## src/rtl/pipeline_ctrl_unit_pkg.sv

```systemverilog
// Shared control-path types for the RV32I pipeline controller: opcodes, control enums,
// the per-stage control bundles and a small funct3-to-ALU-op helper.
package ctrl_pkg;

    localparam int unsigned CTRL_REG_ADDR_W = 5;
    localparam int unsigned CTRL_ALU_CTRL_W = 4;
    localparam int unsigned CTRL_IMM_SRC_W  = 3;

    localparam logic [6:0] OP_R      = 7'b0110011;
    localparam logic [6:0] OP_I      = 7'b0010011;
    localparam logic [6:0] OP_LOAD   = 7'b0000011;
    localparam logic [6:0] OP_STORE  = 7'b0100011;
    localparam logic [6:0] OP_BRANCH = 7'b1100011;
    localparam logic [6:0] OP_LUI    = 7'b0110111;
    localparam logic [6:0] OP_AUIPC  = 7'b0010111;
    localparam logic [6:0] OP_JAL    = 7'b1101111;
    localparam logic [6:0] OP_JALR   = 7'b1100111;

    localparam logic [2:0] F3_BEQ  = 3'b000;
    localparam logic [2:0] F3_BNE  = 3'b001;
    localparam logic [2:0] F3_BLT  = 3'b100;
    localparam logic [2:0] F3_BGE  = 3'b101;
    localparam logic [2:0] F3_BLTU = 3'b110;
    localparam logic [2:0] F3_BGEU = 3'b111;

    typedef enum logic [CTRL_ALU_CTRL_W-1:0] {
        ALU_ADD  = 4'd0,
        ALU_SUB  = 4'd1,
        ALU_AND  = 4'd2,
        ALU_OR   = 4'd3,
        ALU_XOR  = 4'd4,
        ALU_SLT  = 4'd5,
        ALU_SLTU = 4'd6,
        ALU_SLL  = 4'd7,
        ALU_SRL  = 4'd8,
        ALU_SRA  = 4'd9
    } alu_op_e;

    typedef enum logic [CTRL_IMM_SRC_W-1:0] {
        IMM_I = 3'b000,
        IMM_S = 3'b001,
        IMM_B = 3'b010,
        IMM_U = 3'b011,
        IMM_J = 3'b100
    } imm_src_e;

    typedef enum logic [1:0] {
        RES_ALU = 2'b00,
        RES_MEM = 2'b01,
        RES_PC4 = 2'b10,
        RES_IMM = 2'b11
    } result_src_e;

    typedef struct packed {
        logic                       reg_write;
        result_src_e                result_src;
        logic                       mem_write;
        logic [2:0]                 mem_size;
        logic                       jump;
        logic                       branch;
        logic [2:0]                 funct3;
        alu_op_e                    alu_ctrl;
        logic                       alu_src_a;
        logic                       alu_src_b;
        logic                       jalr_sel;
        logic [CTRL_REG_ADDR_W-1:0] rd;
        logic [CTRL_REG_ADDR_W-1:0] rs1;
        logic [CTRL_REG_ADDR_W-1:0] rs2;
    } ctrl_bundle_t;

    // Later stages only keep the fields they still act on.
    typedef struct packed {
        logic                       reg_write;
        result_src_e                result_src;
        logic                       mem_write;
        logic [2:0]                 mem_size;
        logic [CTRL_REG_ADDR_W-1:0] rd;
    } mem_bundle_t;

    typedef struct packed {
        logic                       reg_write;
        result_src_e                result_src;
        logic [CTRL_REG_ADDR_W-1:0] rd;
    } wb_bundle_t;

    function automatic alu_op_e alu_op_from_f3(input logic [2:0] f3, input logic alt);
        alu_op_e op;
        case (f3)
            3'b000:  op = alt ? ALU_SUB : ALU_ADD;
            3'b001:  op = ALU_SLL;
            3'b010:  op = ALU_SLT;
            3'b011:  op = ALU_SLTU;
            3'b100:  op = ALU_XOR;
            3'b101:  op = alt ? ALU_SRA : ALU_SRL;
            3'b110:  op = ALU_OR;
            default: op = ALU_AND;
        endcase
        return op;
    endfunction

endpackage

```

## src/rtl/pipeline_ctrl_unit_decoder.sv

```systemverilog
// Combinational RV32I decoder: instruction word to control bundle, immediate format and illegal flag.
module ctrl_decoder
    import ctrl_pkg::*;
(
    input  logic [31:0]  instr,
    output ctrl_bundle_t ctrl,
    output imm_src_e     imm_src,
    output logic         illegal
);

    logic [6:0] opcode;
    logic [2:0] f3;
    logic [6:0] f7;
    logic [4:0] rd;
    logic [4:0] rs1;
    logic [4:0] rs2;

    assign opcode = instr[6:0];
    assign rd     = instr[11:7];
    assign f3     = instr[14:12];
    assign rs1    = instr[19:15];
    assign rs2    = instr[24:20];
    assign f7     = instr[31:25];

    // Unused source fields stay 0 so the hazard logic needs no separate "used" masks.
    always_comb begin
        ctrl    = '0;
        imm_src = IMM_I;
        illegal = 1'b0;
        case (opcode)
            OP_R: begin
                ctrl.reg_write = 1'b1;
                ctrl.rd        = rd;
                ctrl.rs1       = rs1;
                ctrl.rs2       = rs2;
                ctrl.alu_ctrl  = alu_op_from_f3(f3, instr[30]);
                illegal        = !((f7 == 7'h00) ||
                                   ((f7 == 7'h20) && ((f3 == 3'b000) || (f3 == 3'b101))));
            end
            OP_I: begin
                ctrl.reg_write = 1'b1;
                ctrl.rd        = rd;
                ctrl.rs1       = rs1;
                ctrl.alu_src_b = 1'b1;
                ctrl.alu_ctrl  = alu_op_from_f3(f3, instr[30] && (f3 == 3'b101));
                if (f3 == 3'b001)
                    illegal = (f7 != 7'h00);
                else if (f3 == 3'b101)
                    illegal = !((f7 == 7'h00) || (f7 == 7'h20));
            end
            OP_LOAD: begin
                ctrl.reg_write  = 1'b1;
                ctrl.rd         = rd;
                ctrl.rs1        = rs1;
                ctrl.result_src = RES_MEM;
                ctrl.mem_size   = f3;
                ctrl.alu_src_b  = 1'b1;
                ctrl.alu_ctrl   = ALU_ADD;
                illegal         = (f3 == 3'b011) || (f3 == 3'b110) || (f3 == 3'b111);
            end
            OP_STORE: begin
                ctrl.mem_write = 1'b1;
                ctrl.mem_size  = f3;
                ctrl.rs1       = rs1;
                ctrl.rs2       = rs2;
                ctrl.alu_src_b = 1'b1;
                ctrl.alu_ctrl  = ALU_ADD;
                imm_src        = IMM_S;
                illegal        = (f3 > 3'b010);
            end
            OP_BRANCH: begin
                ctrl.branch   = 1'b1;
                ctrl.funct3   = f3;
                ctrl.rs1      = rs1;
                ctrl.rs2      = rs2;
                ctrl.alu_ctrl = ALU_SUB;
                imm_src       = IMM_B;
                illegal       = (f3 == 3'b010) || (f3 == 3'b011);
            end
            OP_LUI: begin
                ctrl.reg_write  = 1'b1;
                ctrl.rd         = rd;
                ctrl.result_src = RES_IMM;
                imm_src         = IMM_U;
            end
            OP_AUIPC: begin
                ctrl.reg_write = 1'b1;
                ctrl.rd        = rd;
                ctrl.alu_src_a = 1'b1;
                ctrl.alu_src_b = 1'b1;
                ctrl.alu_ctrl  = ALU_ADD;
                imm_src        = IMM_U;
            end
            OP_JAL: begin
                ctrl.reg_write  = 1'b1;
                ctrl.rd         = rd;
                ctrl.jump       = 1'b1;
                ctrl.result_src = RES_PC4;
                imm_src         = IMM_J;
            end
            OP_JALR: begin
                ctrl.reg_write  = 1'b1;
                ctrl.rd         = rd;
                ctrl.rs1        = rs1;
                ctrl.jump       = 1'b1;
                ctrl.jalr_sel   = 1'b1;
                ctrl.alu_src_b  = 1'b1;
                ctrl.alu_ctrl   = ALU_ADD;
                ctrl.result_src = RES_PC4;
                illegal         = (f3 != 3'b000);
            end
            default: illegal = 1'b1;
        endcase

        if (illegal) begin
            ctrl    = '0;
            imm_src = IMM_I;
        end
        if (ctrl.rd == '0)
            ctrl.reg_write = 1'b0;
    end

endmodule

```

## src/rtl/pipeline_ctrl_unit.sv

```systemverilog
// RV32I pipeline control: E/M/W control-bundle registers, branch resolution in E,
// load-use stall/flush generation and forwarding selects.
module pipeline_ctrl_unit
    import ctrl_pkg::*;
#(
    parameter int unsigned REG_ADDR_W = 5,
    parameter int unsigned ALU_CTRL_W = 4,
    parameter int unsigned IMM_SRC_W  = 3
) (
    input  logic                  clk,
    input  logic                  rst_n,
    input  logic [31:0]           instr_d,
    input  logic                  zero_e,
    input  logic                  lt_e,
    input  logic                  ltu_e,
    output logic [IMM_SRC_W-1:0]  imm_src_d,
    output logic                  illegal_d,
    output logic [ALU_CTRL_W-1:0] alu_ctrl_e,
    output logic                  alu_src_a_e,
    output logic                  alu_src_b_e,
    output logic                  jalr_sel_e,
    output logic                  pc_src_e,
    output logic                  mem_write_m,
    output logic [2:0]            mem_size_m,
    output logic                  reg_write_m,
    output logic [REG_ADDR_W-1:0] rd_m,
    output logic                  reg_write_w,
    output logic [REG_ADDR_W-1:0] rd_w,
    output logic [1:0]            result_src_w,
    output logic                  stall_f,
    output logic                  stall_d,
    output logic                  flush_d,
    output logic                  flush_e,
    output logic [1:0]            fwd_a_e,
    output logic [1:0]            fwd_b_e
);

    ctrl_bundle_t dec_d;
    ctrl_bundle_t bundle_e;
    mem_bundle_t  bundle_m;
    wb_bundle_t   bundle_w;
    imm_src_e     imm_src;
    logic         cond_e;
    logic         load_use;

    ctrl_decoder u_decoder (
        .instr   (instr_d),
        .ctrl    (dec_d),
        .imm_src (imm_src),
        .illegal (illegal_d)
    );

    assign imm_src_d = imm_src;

    always_comb begin
        cond_e = 1'b0;
        case (bundle_e.funct3)
            F3_BEQ:  cond_e = zero_e;
            F3_BNE:  cond_e = !zero_e;
            F3_BLT:  cond_e = lt_e;
            F3_BGE:  cond_e = !lt_e;
            F3_BLTU: cond_e = ltu_e;
            F3_BGEU: cond_e = !ltu_e;
            default: cond_e = 1'b0;
        endcase
    end

    assign pc_src_e = bundle_e.jump | (bundle_e.branch & cond_e);

    // Decoder zeroes rs1/rs2 when unused, so matching against a nonzero rd_e covers the masks.
    assign load_use = (bundle_e.result_src == RES_MEM) && (bundle_e.rd != '0) &&
                      ((bundle_e.rd == dec_d.rs1) || (bundle_e.rd == dec_d.rs2));

    assign stall_f = load_use;
    assign stall_d = load_use;
    assign flush_d = pc_src_e;
    assign flush_e = load_use | pc_src_e;

    function automatic logic [1:0] fwd_sel(input logic [CTRL_REG_ADDR_W-1:0] rs,
                                           input mem_bundle_t m, input wb_bundle_t w);
        logic [1:0] sel;
        if (m.reg_write && (m.rd != '0) && (m.rd == rs))
            sel = 2'b10;
        else if (w.reg_write && (w.rd != '0) && (w.rd == rs))
            sel = 2'b01;
        else
            sel = 2'b00;
        return sel;
    endfunction

    assign fwd_a_e = fwd_sel(bundle_e.rs1, bundle_m, bundle_w);
    assign fwd_b_e = fwd_sel(bundle_e.rs2, bundle_m, bundle_w);

    always_ff @(posedge clk) begin
        if (!rst_n) begin
            bundle_e <= '0;
            bundle_m <= '0;
            bundle_w <= '0;
        end else begin
            bundle_e <= flush_e ? '0 : dec_d;

            bundle_m.reg_write  <= bundle_e.reg_write;
            bundle_m.result_src <= bundle_e.result_src;
            bundle_m.mem_write  <= bundle_e.mem_write;
            bundle_m.mem_size   <= bundle_e.mem_size;
            bundle_m.rd         <= bundle_e.rd;

            bundle_w.reg_write  <= bundle_m.reg_write;
            bundle_w.result_src <= bundle_m.result_src;
            bundle_w.rd         <= bundle_m.rd;
        end
    end

    assign alu_ctrl_e   = bundle_e.alu_ctrl;
    assign alu_src_a_e  = bundle_e.alu_src_a;
    assign alu_src_b_e  = bundle_e.alu_src_b;
    assign jalr_sel_e   = bundle_e.jalr_sel;
    assign mem_write_m  = bundle_m.mem_write;
    assign mem_size_m   = bundle_m.mem_size;
    assign reg_write_m  = bundle_m.reg_write;
    assign rd_m         = bundle_m.rd;
    assign reg_write_w  = bundle_w.reg_write;
    assign rd_w         = bundle_w.rd;
    assign result_src_w = bundle_w.result_src;

endmodule

```

## config.mk

```make
export PLATFORM = sky130hd
export DESIGN_NAME = pipeline_ctrl_unit
export DESIGN_NICKNAME = d
export VERILOG_FILES = /design/src/rtl/pipeline_ctrl_unit_pkg.sv /design/src/rtl/pipeline_ctrl_unit_decoder.sv /design/src/rtl/pipeline_ctrl_unit.sv
export SDC_FILE = /design/constraint.sdc
export NUM_CORES = 1
export LEC_CHECK = 0
export ABC_AREA = 1
export BUFFER_PORTS_ARGS = -buffer_cell sky130_fd_sc_hd__clkbuf_2
export CORE_ASPECT_RATIO = 0.7
export CORE_MARGIN = 2
export CORE_UTILIZATION = 57
export DETAILED_ROUTE_END_ITERATION = 6
export GPL_ROUTABILITY_DRIVEN = 0
export PLACE_DENSITY = 0.85
export SKIP_LAST_GASP = 1
export SYNTH_ARGS = -nofsm -noshare
export SYNTH_HDL_FRONTEND = slang
export SYNTH_SLANG_ARGS = --single-unit
```

## constraint.sdc

```tcl
create_clock -name clk -period 4.8 [get_ports clk]
set_clock_uncertainty 0.1 [all_clocks]
set_input_delay 0 -clock clk [delete_from_list [all_inputs] [get_ports clk]]
set_output_delay 0 -clock clk [all_outputs]
set_load 0.01 [all_outputs]
```

**Word level (Yosys, flattened, before mapping)**

Index checks and enable logic that the tools add are counted.

- Bits in registers: 54
- Input bits: 37
- Output and inout bits: 38
- Logic and storage cells: 131

- $lt $le $gt $ge: 1
- Eq/ne operators: 29
- Mux-type cells: 29
- Bitwise gates (word level): 6
- Reduce and logical (&&, ||, !) cells: 44

Operators by type and width:

| operator | count |
|---|---|
| 4-bit case mux with 7 select lines | 2 |
| 5-bit equality test | 6 |
| 7-bit by 6-bit equality test with 1-bit output, second input constant | 4 |
| 3-bit equality test, second input constant | 8 |
| 7-bit equality test, second input constant | 3 |
| 15-bit 2-to-1 mux | 1 |
| 5-bit 2-to-1 mux | 3 |
| 5-bit nonzero test | 3 |
| 7-bit by 5-bit equality test with 1-bit output, second input constant | 2 |
| 1-bit 2-to-1 mux | 14 |
| 3-bit case mux with 4 select lines | 1 |
| 4-bit case mux with 3 select lines | 1 |
| 4-bit OR reduction | 3 |
| 1-bit logical AND | 10 |
| 3-bit OR reduction | 3 |
| 2-bit OR reduction | 4 |
| 7-bit by 2-bit equality test with 1-bit output, second input constant | 1 |
| 7-bit zero test | 1 |
| 1-bit logical OR | 7 |
| 1-bit case mux with 7 select lines | 1 |
| 7-bit nonzero test | 1 |
| 7-bit OR reduction | 1 |
| 3-bit by 1-bit equality test with 1-bit output, second input constant | 2 |
| 3-bit by 2-bit equality test with 1-bit output, second input constant | 2 |
| 16 further kinds | 25 |

**Longest topological paths before layout**

Gate-level depths: netlist (run 1).

- Word-level depth: 12
- Gate-level depth with buffers: 21
- Mapped depth without buffers: 18

**By module**

From an unflattened synthesis (run 1), not the netlist that was laid out.

- Cell total of the unflattened synthesis: 445
- Area total of the unflattened synthesis: 2960.3 µm²

Modules (own cells, without submodules):

| module | times used | cells an instance | area an instance (µm²) | seq. area each (µm²) |
|---|---|---|---|---|
| pipeline_ctrl_unit | 1 | 286 | 2254.7 | 1081.0 |
| ctrl_decoder | 1 | 159 | 705.7 | 0.0 |

**Least setup slack after synthesis (run 1)**

Ideal clock, no wire load.

- Kind: input-to-reg
- Start point: input port instr_d[1]
- End point: register bundle_e[32] (netlist name)
- Setup time: 126 ps
- Data arrival time: 1630 ps
- Required time: 4574 ps
- Slack: 2944 ps
- Stages on the path: 17
- Buffers on the path: 1
- Cell sequence: nand2_1 > inv_1 > nand3_1 > nor2_1 > nand2_1 > nand2_1 > a21oi_4 > nand2_1 > nand2_1 > nand2_1 > nor2_1 > nand2_1 > nand2_1 > nand2_2 > nand4_4 > buf_2 > a21oi_1

- Word-level cells in the longest chain between the ends: 9
- Elaborated cells between the ends (all ways): 24
- Classes of those cells: 11 x eq/ne; 5 x mux; 1 x bitwise; 7 x reduce/logical

Ends and longest elaborated chain:

| item | line | source |
|---|---|---|
| start, declared | pipeline_ctrl_unit.sv:12 | `input logic [31:0] instr_d,` |
| 7-bit by 6-bit equality test with 1-bit output, or another cell as far along | pipeline_ctrl_unit_decoder.sv:30 | `case (opcode)` |
| 3-bit OR reduction (no source line) / 6-bit OR reduction (equally long branches) | -- |  |
| 1-bit case mux with 7 select lines / 5-bit 2-to-1 mux (equally long branches) | pipeline_ctrl_unit_decoder.sv:30 |  |
| 15-bit 2-to-1 mux | pipeline_ctrl_unit_decoder.sv:115 | `if (illegal) begin` |
| 5-bit equality test | pipeline_ctrl_unit.sv:72 | `((bundle_e.rd == dec_d.rs1) \|\| (bundle_e.rd == dec_d.rs2));` |
| 1-bit logical OR | pipeline_ctrl_unit.sv:72 |  |
| 1-bit logical AND | pipeline_ctrl_unit.sv:71 | `assign load_use = (bundle_e.result_src == RES_MEM) && (bundle_e.rd != '0) &&` |
| 1-bit bitwise OR | pipeline_ctrl_unit.sv:77 | `assign flush_e = load_use \| pc_src_e;` |
| 3-bit OR reduction (no source line) | -- |  |
| end signal, assigned | pipeline_ctrl_unit.sv:100 | `bundle_e <= flush_e ? '0 : dec_d;` |
| end, declared | pipeline_ctrl_unit.sv:39 | `ctrl_bundle_t bundle_e;` |

Parallel ways exist; a longest one is shown, timed or not.
A chain may end at the register's enable or synchronous reset.

**Worst setup path in the final report (run 1)**

- Start point: input port instr_d[1]
- End point: register bundle_e, in the netlist alu_src_a_e

The elaborated chain is that of the path after synthesis.

==> reports/qor.csv, run 1 <==
stage,metric,value,unit
synth,Yosys top cell area share,0.3710,
finish,Final Util,0.7220,
synth,"EDFF count, synth",0,
synth,largest cells by area after synthesis,"dfxtp_1 (37%), nand2_1 (11%), inv_1 (7.2%)",
power_and_ir_drop,Internal,0.5993,mW
worst_setup_path,"most used cell, CP",nand2_1,
worst_setup_path,"Buf+Inv Stages, Crit Path",4,
worst_setup_path,crit-path cells,"dlygate4sd3_1, clkbuf_2, nand2_1, nor2_4, nand2_1, inv_1, nand2_1, nand2_1, nand2_1, nand3_1, nand2_1, nand2_1, nor2_1, nand2_1, nand2_1, nand2_2, nand4_4, nor3_2, dlygate4sd3_1",
clock_network,cts hold-fix bufs,21,
clock_network,Resized cells post-CTS,0,
routing,1st-iter DRT viols,188,
clock_network,H-tree depth,2,
routing,ANT nets after route,0,
placed_design,DP Area,3201,µm²
timing,final hold slack,0.01732,ns
finish,Layout Area Growth over Synthesis,20.44,%
routing,wire per inst,12.27,µm
die,Die Ht,63.82,µm
run_status,status,"finished, final reports clean",
synth,"Seq/Total Area, Yosys",0.3710,
synth,"Net Count, Synth",434,
worst_setup_path,Setup Crit Path Kind,input pin to flip-flop,
finish,final net count,514,
die,Die W,89.46,µm
clock_network,# Post-CTS Setup Buffers,0,
worst_setup_path,worst path arrival time,3.60,ns
synth,"count leader, synth",nand2_1,
worst_hold_path,Hold Path Class,input pin to flip-flop,
finish,diodes inserted,0,
placed_design,PortBufs,74,
power_and_ir_drop,Max VDD drop,126.1,µV
synth,asr flop ratio synth,0,
timing,Tcrit/Tclk final,0.7131,
worst_setup_path,CP startpoint kind,input pin,
clock_network,"CTS clk-pin slew, worst paths",0.11,ns
worst_setup_path,Crit path max-delay family,simple AND/OR/NAND/NOR gates,
power_and_ir_drop,Pwr per Cell Area,228.7,nW/µm²
worst_setup_path,CP max stage delay,0.56,ns
timing,final setup TNS,0,ns
die,Starting Density,0.5995,
clock_network,CTS tree,done,
timing,RSZ-0062 raised after global routing,no,
global_route,initial antenna violation count,0,
synth,Yosys cell types,34,
synth,Syn. warnings,0,
finish,Fillers,357,
timing,f_max,292.2,MHz
worst_setup_path,slowest CP cell,dlygate4sd3_1,
clock_network,Num CTS Buffers,5,
finish,cell area after layout,3510,µm²
timing,Period minus WS final,3.423,ns
timing,final slew viol count,0,
global_route,first-pass GRT wire length,10850,µm
global_route,vias in the first global route,2377,
timing,final hold viol count,0,
timing,Setup Viol. Count Final,0,
routing,final wirelength,6712,µm
flow_run,maxcap violations,0,
power_and_ir_drop,switching power,0.2032,mW
global_route,largest net degree at the start of global routing,31,
synth,synth cell count leaders,"nand2_1 (82), inv_1 (56), dfxtp_1 (54), nor2_1 (48), nand3_1 (23)",
worst_setup_path,"Req. time, crit path",4.97,ns
routing,Via density,4.941,
synth,syn avg cell area,7.340,µm²
clock_network,CTS Buffer Depth,2,
power_and_ir_drop,Clock power frac,0.343,
power_and_ir_drop,P_leak,1.861,nW
synth,most frequently used flop master after synthesis,dfxtp_1,
timing,worst slew pin tran,0.7760,ns
routing,DRC violations left,0,
worst_setup_path,CP Capture Type,flip-flop,
clock_network,Root Buffer,clkbuf_8,
die,# IOs,75,
clock_network,worst skew pair latency,0.32,ns
synth,cell accounting for the most synthesized area,dfxtp_1,
global_route,Global Route Usage Sum,0.2446,
die,die area,5709,µm²
die,number of cell rows,21,
placed_design,placed wire-length estimate,4926,µm
global_route,grt ovf,0,
worst_setup_path,"Max FO, Critical Path",30,
clock_network,Clock Sinks,54,
power_and_ir_drop,switch share,0.2533,
finish,layout cell share with drive strength beyond 1,0.2636,
routing,via count,2703,
power_and_ir_drop,power share of the combinational group,0.099,
routing,DR pass1 iterations,5,
synth,mapped cell area,2914,µm²
die,Core Area,4861,µm²
timing,slew margin rel.,0.4804,
synth,Mapped Cells,397,
power_and_ir_drop,sequential share of power,0.558,
synth,synthesized flop and latch total,54,
[final timing paths]
kind	from	endpoint	slack, ns	cells after the start
setup reg to reg	bundle_e[24]	alu_src_a_e	2.07	7
hold reg to reg	bundle_e[27]	mem_size_m[0]	0.32	2
setup / recovery	instr_d[1]	alu_src_a_e	1.38	19
hold / removal	instr_d[24]	bundle_e[4]	0.02	5
[worst reg2reg max path: stages (launching register included)]
cell and delay (ns):
dfxtp_1 0.35, mux2i_1 0.22, xor2_1 0.15, o21ai_0 0.10, a21oi_1 0.42, nand4_4 0.53, nor3_2 0.25, dlygate4sd3_1 0.56
[cells in the final DEF, fill, tap and decap left out, drive strengths merged]
master       count
o32ai            1
nand4           10
mux2i            1
nor3            29
or4              1
o41ai            1
xor2            11
a21oi            9
nand3           26
nand2           88
nor4             2
o21ai            6
clkbuf          80
inv             64
o211ai           2
dfxtp           54
clkinvlp         1
o21a             1
xnor2           11
nand3b           1
or2              2
dlygate4sd3     21
nor2            53
a211oi           3
[flip-flops by register name, summed over array words and instances (netlist names), 2 cells and up]
register and count:
rd_m 5, result_src_w 2, mem_size_m 3, bundle_e 27, bundle_m 2, rd_w 5
alu_ctrl_e 4
[stage by stage]
step / power (mW) / worst slack (ns) / instances
2_1_floorplan: 0.4988 / 2.944 / 397
3_3_place_gp: 0.5214 / 2.206 / 518
3_5_place_dp: 0.5236 / 2.087 / 518
4_1_cts: 0.8013 / 1.447 / 547
5_1_grt: 0.8301 / 1.042 / 547
6_report: 0.8025 / 1.377 / 547
[final cells by class]
cell class / count / area [µm²] / area share
multi-input combinational: 258 / 1426 / 0.4064
tap: 69 / 86.33 / 0.02460
clock inverter: 2 / 16.27 / 0.004635
timing repair buffer: 95 / 580.6 / 0.1654
clock buffer: 6 / 82.58 / 0.02353
sequential: 54 / 1081 / 0.3080
inverter: 63 / 236.5 / 0.06738
[layer usage]
layer	wire (µm)	part of all wire	global-route usage	up-vias
li1	-	-	-	1391
met1	3239	0.48	0.3516	1183
met2	2925	0.44	0.3731	120
met3	455	0.068	0.04651	9
met4	91	0.014	0.06903	0
met5	0	0	0	-
[logic make-up after synthesis]
family	Yosys count	synth area share
AOI/OAI and AO/OA	23	0.05109
and+or+nand+nor	212	0.3688
buffers and inverters	85	0.1395
muxes	1	0.003435
DFF	54	0.3710
xor gates and xnor gates	22	0.06612
[power by group through the flow]
stage	Combinational, mW	Clock [mW]	Sequential, mW
after CTS	0.0778	0.275	0.448
after global placement	0.0629	0	0.459
final	0.0792	0.275	0.448
after detailed placement	0.0650	0	0.459
after global routing	0.0872	0.295	0.448
after floorplan	0.0403	0	0.459
No activity file was read; power rests on OpenSTA's default activity.
==> inputs of run 2 (changes only) <==
- CORE_UTILIZATION: 57 -> 53
- PLACE_DENSITY: 0.85 -> 0.8
- clock period: 4.8 -> 3.4 ns (I/O delays scaled with it)
==> run 2 against run 1 <==
Compared with the run above: worst setup slack lost 1.0 ns; final cell count grew 0.73%; first-iteration DRC count shrank 3.7%; largest cell class unchanged; global-route usage shrank 1.4 points; sequential cell count is the same; highest routed layer unchanged; count of clock-buffer cells in the layout is the same.
==> reports/qor.csv, run 2 (synthesis gave the netlist of run 1 again) <==
stage,metric,value,unit,change
power_and_ir_drop,Max VDD drop,150.0,µV,was 126.1 µV
timing,final hold slack,0.01004,ns,was 0.01732 ns
clock_network,H-tree depth,2,,unchanged
finish,final std cells w/o fill,551,,was 547
timing,worst slew pin tran,0.7164,ns,was 0.7760 ns
die,Die Ht,66.04,µm,was 63.82 µm
placed_design,placed wire-length estimate,5049,µm,was 4926 µm
die,Starting Density,0.5514,,was 0.5995
timing,RSZ-0062 raised after global routing,no,,unchanged
timing,Tcrit/Tclk final,0.8948,,
routing,ANT nets after route,0,,unchanged
clock_network,cts hold-fix bufs,22,,was 21
worst_setup_path,CP startpoint kind,input pin,,unchanged
finish,layout cell share with drive strength beyond 1,0.2630,,was 0.2636
global_route,largest net degree at the start of global routing,31,,unchanged
finish,cell area after layout,3523,µm²,was 3510 µm²
routing,via count,2718,,was 2703
die,die area,6117,µm²,was 5709 µm²
die,number of cell rows,22,,was 21
finish,multi-input logic area,1426,µm²,unchanged
clock_network,CTS tree,done,,unchanged
clock_network,"CTS clk-pin slew, worst paths",0.10,ns,was 0.11 ns
clock_network,Clock Sinks,54,,unchanged
global_route,initial antenna violation count,0,,unchanged
timing,final hold viol count,0,,unchanged
placed_design,PortBufs,74,,unchanged
finish,register area,1081,µm²,unchanged
clock_network,CTS Buffer Depth,2,,unchanged
worst_setup_path,CP Capture Type,flip-flop,,unchanged
clock_network,Resized cells post-CTS,0,,unchanged
finish,final net count,515,,was 514
worst_setup_path,"Req. time, crit path",3.51,ns,was 4.97 ns
timing,Period minus WS final,3.042,ns,
worst_setup_path,worst path arrival time,3.15,ns,was 3.60 ns
worst_hold_path,Hold Path Class,input pin to flip-flop,,unchanged
clock_network,Num CTS Buffers,5,,unchanged
timing,final setup TNS,0,ns,unchanged
global_route,grt ovf,0,,unchanged
finish,Layout Area Growth over Synthesis,20.91,%,was 20.44%
routing,DRC violations left,0,,unchanged
power_and_ir_drop,Tot Pwr,1.130,mW,was 0.8025 mW
placed_design,DP Area,3204,µm²,was 3201 µm²
timing,slew margin rel.,0.5203,,was 0.4804
timing,f_max,328.7,MHz,
finish,Largest register FFs,27,,unchanged
routing,final wirelength,6731,µm,was 6712 µm
clock_network,# Post-CTS Setup Buffers,0,,unchanged
finish,"most common cell after layout, fill and taps aside",nand2_1,,unchanged
clock_network,worst skew pair latency,0.31,ns,was 0.32 ns
global_route,Global Route Usage Sum,0.2309,,was 0.2446
timing,Setup Viol. Count Final,0,,unchanged
timing,final slew viol count,0,,unchanged
routing,Via density,4.933,,was 4.941
finish,Largest Register,bundle_e,,unchanged
power_and_ir_drop,P_leak,1.863,nW,was 1.861 nW
clock_network,Root Buffer,clkbuf_8,,unchanged
finish,"commonest non-fill, non-tap cells in the layout","nand2_1 (82), clkbuf_2 (74), inv_1 (56)",,unchanged
run_status,status,"finished, final reports clean",,unchanged
worst_setup_path,Setup Crit Path Kind,input pin to flip-flop,,unchanged
routing,wire per inst,12.22,µm,was 12.27 µm
placed_design,cell count after placement,521,,was 518
flow_run,maxcap violations,0,,unchanged
power_and_ir_drop,Pwr per Cell Area,320.7,nW/µm²,was 228.7 nW/µm²
worst_setup_path,"Max FO, Critical Path",30,,unchanged
routing,1st-iter DRT viols,181,,was 188
routing,DR pass1 iterations,4,,was 5
global_route,first-pass GRT wire length,11170,µm,was 10850 µm
finish,diodes inserted,0,,unchanged
die,Die W,92.63,µm,was 89.46 µm
die,Core Area,5285,µm²,was 4861 µm²
die,# IOs,75,,unchanged
global_route,vias in the first global route,2406,,was 2377
finish,Fillers,458,,was 357
## run 2: changes by cell type in the layout (fill, tap and decap cells not counted)
| cell | before | now |
|---|---|---|
| dlygate4sd3_1 | 21 | 22 |
## run 2: power by group
group | total [mW] | internal [mW] | leakage (nW) | switching [mW]
logic | 0.113 | 0.0469 | 1.38 | 0.0665
clock network | 0.384 | 0.168 | 0.0478 | 0.216
registers | 0.633 | 0.632 | 0.435 | 0.000365
total | 1.13 | 0.847 | 1.86 | 0.283
## run 2: final timing paths
path | start | endpoint | slack (ns) | cells after the start
hold reg to reg | bundle_e[30] | mem_write_m | 0.32 | 2
hold / removal | instr_d[4] | alu_src_a_e | 0.01 | 5
setup / recovery | instr_d[6] | bundle_e[27] | 0.36 | 18
setup reg to reg | bundle_e[24] | bundle_e[27] | 1.01 | 6
## run 2: through the flow
stage	util	worst slack, ns
after floorplan	-	1.544
after global placement	0.6063	0.8133
after detailed placement	0.6063	0.6355
after CTS	0.6667	0.4282
after global routing	0.6667	0.05513
final	0.6667	0.3577
## run 2: worst max-delay path, cell delays in order
cell and delay (ns):
dlygate4sd3_1 0.54, clkbuf_2 0.13, inv_2 0.12, nand2_1 0.12, nor2_1 0.16, nand2_1 0.15, inv_1 0.09, nand2_1 0.05
nand2_1 0.06, nand2_1 0.25, nand3_2 0.20, xor2_1 0.18, nor2_1 0.06, nand2_1 0.06, nand2_1 0.06, nand2_2 0.11
nand4_4 0.45, nor3_1 0.36
## run 2: metal layers
layer	part of all wire	up-vias	track usage	routed length (µm)
met3	0.071	7	0.05245	476
met5	0	-	0	0
li1	-	1400	-	-
met1	0.49	1198	0.3274	3271
met4	0.0077	0	0.05882	52
met2	0.44	113	0.3577	2931
## run 2: cell type report
cell class | instances | share of cell area
clock buffers | 6 | 0.02344
multi-input cells | 258 | 0.4048
flip-flops and latches | 54 | 0.3068
well taps | 72 | 0.02557
repair buffers | 96 | 0.1676
inverters | 63 | 0.06712
clock inverters | 2 | 0.004616
==> inputs of run 3 (changes only) <==
- ABC_AREA: 1 -> unset
- CORE_UTILIZATION: 53 -> 45
- PLACE_DENSITY: 0.8 -> 0.7
==> run 3 against run 2 <==
Compared with the run above: critical endpoint is now flush_e; critical path type is now input pin to primary output; sequential cell count is the same; clock power rose by 13%; final cell count down 16%; worst setup slack improved by 0.097 ns; register-to-register slack got worse by 0.10 ns; wire length decreased by 0.15%; global-route usage down 3.6 points.
==> reports/qor.csv, run 3 <==
stage,metric,value,unit,change
run_status,status,"finished, final reports clean",,unchanged
worst_setup_path,worst path arrival time,2.84,ns,was 3.15 ns
die,number of cell rows,23,,was 22
routing,1st-iter DRT viols,149,,was 181
finish,layout cell share with drive strength beyond 1,0.2868,,was 0.2630
synth,Syn. warnings,0,,unchanged
placed_design,placed wire-length estimate,4830,µm,was 5049 µm
clock_network,Root Buffer,clkbuf_8,,unchanged
worst_setup_path,"Buf+Inv Stages, Crit Path",4,,unchanged
timing,RSZ-0062 raised after global routing,no,,unchanged
clock_network,CTS tree,done,,unchanged
synth,mapped cell area,2791,µm²,was 2914 µm²
finish,Final Util,0.5830,,was 0.6667
synth,largest cells by area after synthesis,"dfxtp_1 (39%), xor2_1 (6.6%), nand3_1 (5.0%)",,"was dfxtp_1 (37%), nand2_1 (11%), inv_1 (7.2%)"
synth,most frequently used flop master after synthesis,dfxtp_1,,unchanged
worst_setup_path,CP Depth,10,,was 18
worst_setup_path,"Req. time, crit path",3.30,ns,was 3.51 ns
synth,syn avg cell area,8.976,µm²,was 7.340 µm²
placed_design,PortBufs,74,,unchanged
synth,synthesized flop and latch total,54,,unchanged
finish,Largest register FFs,27,,unchanged
worst_setup_path,Reg2Reg Depth,7,,was 6
synth,Yosys cell types,46,,was 34
synth,"count leader, synth",dfxtp_1,,was nand2_1
routing,wire per inst,14.55,µm,was 12.22 µm
flow_run,maxcap violations,0,,unchanged
synth,"EDFF count, synth",0,,unchanged
finish,"most common cell after layout, fill and taps aside",clkbuf_2,,was nand2_1
finish,final net count,423,,was 515
synth,cell accounting for the most synthesized area,dfxtp_1,,unchanged
routing,ANT nets after route,0,,unchanged
timing,f_max,339.6,MHz,was 328.7 MHz
timing,final slew viol count,0,,unchanged
die,Core Area,5842,µm²,was 5285 µm²
worst_setup_path,CP Capture Type,primary output,,was flip-flop
timing,Tcrit/Tclk final,0.8662,,was 0.8948
worst_setup_path,CP max stage delay,0.64,ns,was 0.54 ns
worst_setup_path,slowest CP cell,nor4_2,,was dlygate4sd3_1
finish,Largest Register,bundle_e,,unchanged
power_and_ir_drop,P_leak,1.528,nW,was 1.863 nW
finish,Fillers,539,,was 458
timing,Setup Viol. Count Final,0,,unchanged
routing,DRC violations left,0,,unchanged
timing,Final WS setup,0.4550,ns,was 0.3577 ns
global_route,initial antenna violation count,0,,unchanged
die,die area,6859,µm²,was 6117 µm²
power_and_ir_drop,switch share,0.2337,,was 0.2503
global_route,grt ovf,0,,unchanged
placed_design,DP Area,3073,µm²,was 3204 µm²
placed_design,pre-CTS setup slack,0.9198,ns,was 0.6355 ns
synth,synth cell count leaders,"dfxtp_1 (54), nand3_1 (28), a21oi_1 (24), and2_1 (21), xor2_1 (21)",,"was nand2_1 (82), inv_1 (56), dfxtp_1 (54), nor2_1 (48), nand3_1 (23)"
finish,"commonest non-fill, non-tap cells in the layout","clkbuf_2 (74), dfxtp_1 (54), nand3_1 (28)",,"was nand2_1 (82), clkbuf_2 (74), inv_1 (56)"
global_route,first-pass GRT wire length,10790,µm,was 11170 µm
timing,final hold viol count,0,,unchanged
synth,Yosys top cell area share,0.3873,,was 0.3710
worst_setup_path,Setup Crit Path Kind,input pin to primary output,,was input pin to flip-flop
clock_network,# Post-CTS Setup Buffers,0,,unchanged
synth,"Net Count, Synth",348,,was 434
power_and_ir_drop,Clock power frac,0.368,,was 0.340
global_route,largest net degree at the start of global routing,31,,unchanged
die,Starting Density,0.4778,,was 0.5514
worst_setup_path,"Max FO, Critical Path",30,,unchanged
die,Die W,98.14,µm,was 92.63 µm
power_and_ir_drop,Pwr per Cell Area,346.9,nW/µm²,was 320.7 nW/µm²
die,# IOs,75,,unchanged
worst_setup_path,CP startpoint kind,input pin,,unchanged
finish,diodes inserted,0,,unchanged
worst_setup_path,crit-path cells,"dlygate4sd3_1, clkbuf_2, nor4_2, a22oi_2, nand3_2, o21ai_1, a22oi_2, buf_4, a211o_1, clkbuf_2",,"was dlygate4sd3_1, clkbuf_2, inv_2, nand2_1, nor2_1, nand2_1, inv_1, nand2_1, nand2_1, nand2_1, nand3_2, xor2_1, nor2_1, nand2_1, nand2_1, nand2_2, nand4_4, nor3_1"
die,Die Ht,69.90,µm,was 66.04 µm
clock_network,Num CTS Buffers,5,,unchanged
synth,Mapped Cells,311,,was 397
routing,Via density,5.370,,was 4.933
clock_network,worst skew pair latency,0.31,ns,about the same
global_route,vias in the first global route,2200,,was 2406
timing,final setup TNS,0,ns,unchanged
power_and_ir_drop,switching power,0.2761,mW,was 0.2828 mW
clock_network,CTS Buffer Depth,2,,unchanged
power_and_ir_drop,Max VDD drop,159.1,µV,was 150.0 µV
worst_setup_path,Crit path max-delay family,buffers and inverters,,was simple AND/OR/NAND/NOR gates
power_and_ir_drop,Internal,0.9053,mW,was 0.8473 mW
timing,worst slew pin tran,0.6881,ns,was 0.7164 ns
worst_hold_path,Hold Path Class,input pin to flip-flop,,unchanged
synth,asr flop ratio synth,0,,unchanged
clock_network,H-tree depth,2,,unchanged
routing,final wirelength,6721,µm,was 6731 µm
clock_network,Clock Sinks,54,,unchanged
power_and_ir_drop,sequential share of power,0.536,,was 0.560
clock_network,"CTS clk-pin slew, worst paths",0.10,ns,about the same
routing,DR pass1 iterations,4,,unchanged
finish,cell area after layout,3406,µm²,was 3523 µm²
timing,Period minus WS final,2.945,ns,was 3.042 ns
synth,"Seq/Total Area, Yosys",0.3873,,was 0.3710
worst_hold_path,worst hold stages,3,,was 5
timing,slew margin rel.,0.5378,,was 0.5203
global_route,Global Route Usage Sum,0.1949,,was 0.2309
finish,Layout Area Growth over Synthesis,22.01,%,was 20.91%
routing,via count,2481,,was 2718
power_and_ir_drop,power share of the combinational group,0.096,,was 0.100
==> run 3: cell count changes after synthesis, sizes merged, moves of 6 or more <==
cell / delta
nand3b: +6
o21ai: +11
xor2: +10
nor2: -43
nand4: -7
buf: +9
inv: -56
and2: +21
nor3: -20
nand2: -78
a21oi: +25
nor4: +8
==> run 3: metrics by stage <==
step / hold slack (ns) / total power, mW / instances
global placement: 0.1363 / 0.7383 / 432
CTS: 0.007421 / 1.196 / 462
global route: 0.04315 / 1.225 / 462
floorplan: 0.009080 / 0.7014 / 311
detailed placement: 0.1424 / 0.7404 / 432
finish: 0.01861 / 1.181 / 462
==> run 3: repair_timing <==
action	4_1_cts	5_1_grt
resized for setup	0	0
hold buffers	22	0
endpoints found under the hold margin	27	0
endpoints found under the setup margin	0	0
==> run 3: final timing paths <==
path                start       endpoint  slack (ns)
max            instr_d[6]        flush_e        0.46
min            instr_d[3]   bundle_e[31]        0.02
max reg2reg  bundle_e[24]   bundle_e[31]        0.91
min reg2reg  bundle_e[28]  mem_size_m[1]        0.34
==> run 3: power groups by stage <==
| stage | registers (mW) | logic, mW | clock network (mW) |
|---|---|---|---|
| 5_1_grt | 0.633 | 0.124 | 0.467 |
| 4_1_cts | 0.633 | 0.113 | 0.451 |
| 3_3_place_gp | 0.647 | 0.0908 | 0 |
| 2_1_floorplan | 0.647 | 0.0540 | 0 |
| 3_5_place_dp | 0.647 | 0.0929 | 0 |
| 6_report | 0.633 | 0.114 | 0.435 |
==> run 3: layer usage <==
layer  up-vias  part of all wire  global-route usage  wire length [µm]
met5         -                 0                   0                 0
met4         0             0.011             0.06393                73
met3         6             0.060             0.02903               405
met2        97              0.46              0.2930              3070
met1      1151              0.47              0.2865              3172
li1       1227                 -                   -                 -
==> run 3: cell type report <==
| type | instances | area, µm² | area share |
|---|---|---|---|
| tap | 75 | 93.84 | 0.02755 |
| clock buffer | 5 | 68.82 | 0.02021 |
| clock inverter | 3 | 43.79 | 0.01286 |
| inverter | 7 | 26.28 | 0.007715 |
| multi-input combinational | 219 | 1479 | 0.4342 |
| sequential | 54 | 1081 | 0.3174 |
| timing repair buffer | 99 | 613.1 | 0.1800 |
==> run 3: tightest hold or removal path, cell delays in order <==
cell and delay (ns):
clkbuf_2 0.10, nand3b_4 0.21, nor4b_1 0.08
==> run 3: cells by family (layout without fill, tap and decap cells) <==
group | after synthesis | count (layout) | synth area share
buffers and inverters | 38 | 114 | 0.08606
xor gates and xnor gates | 31 | 31 | 0.09727
AOI/OAI and AO/OA | 67 | 67 | 0.1636
and+or+nand+nor | 119 | 119 | 0.2582
muxes | 2 | 2 | 0.007620
DFF | 54 | 54 | 0.3873
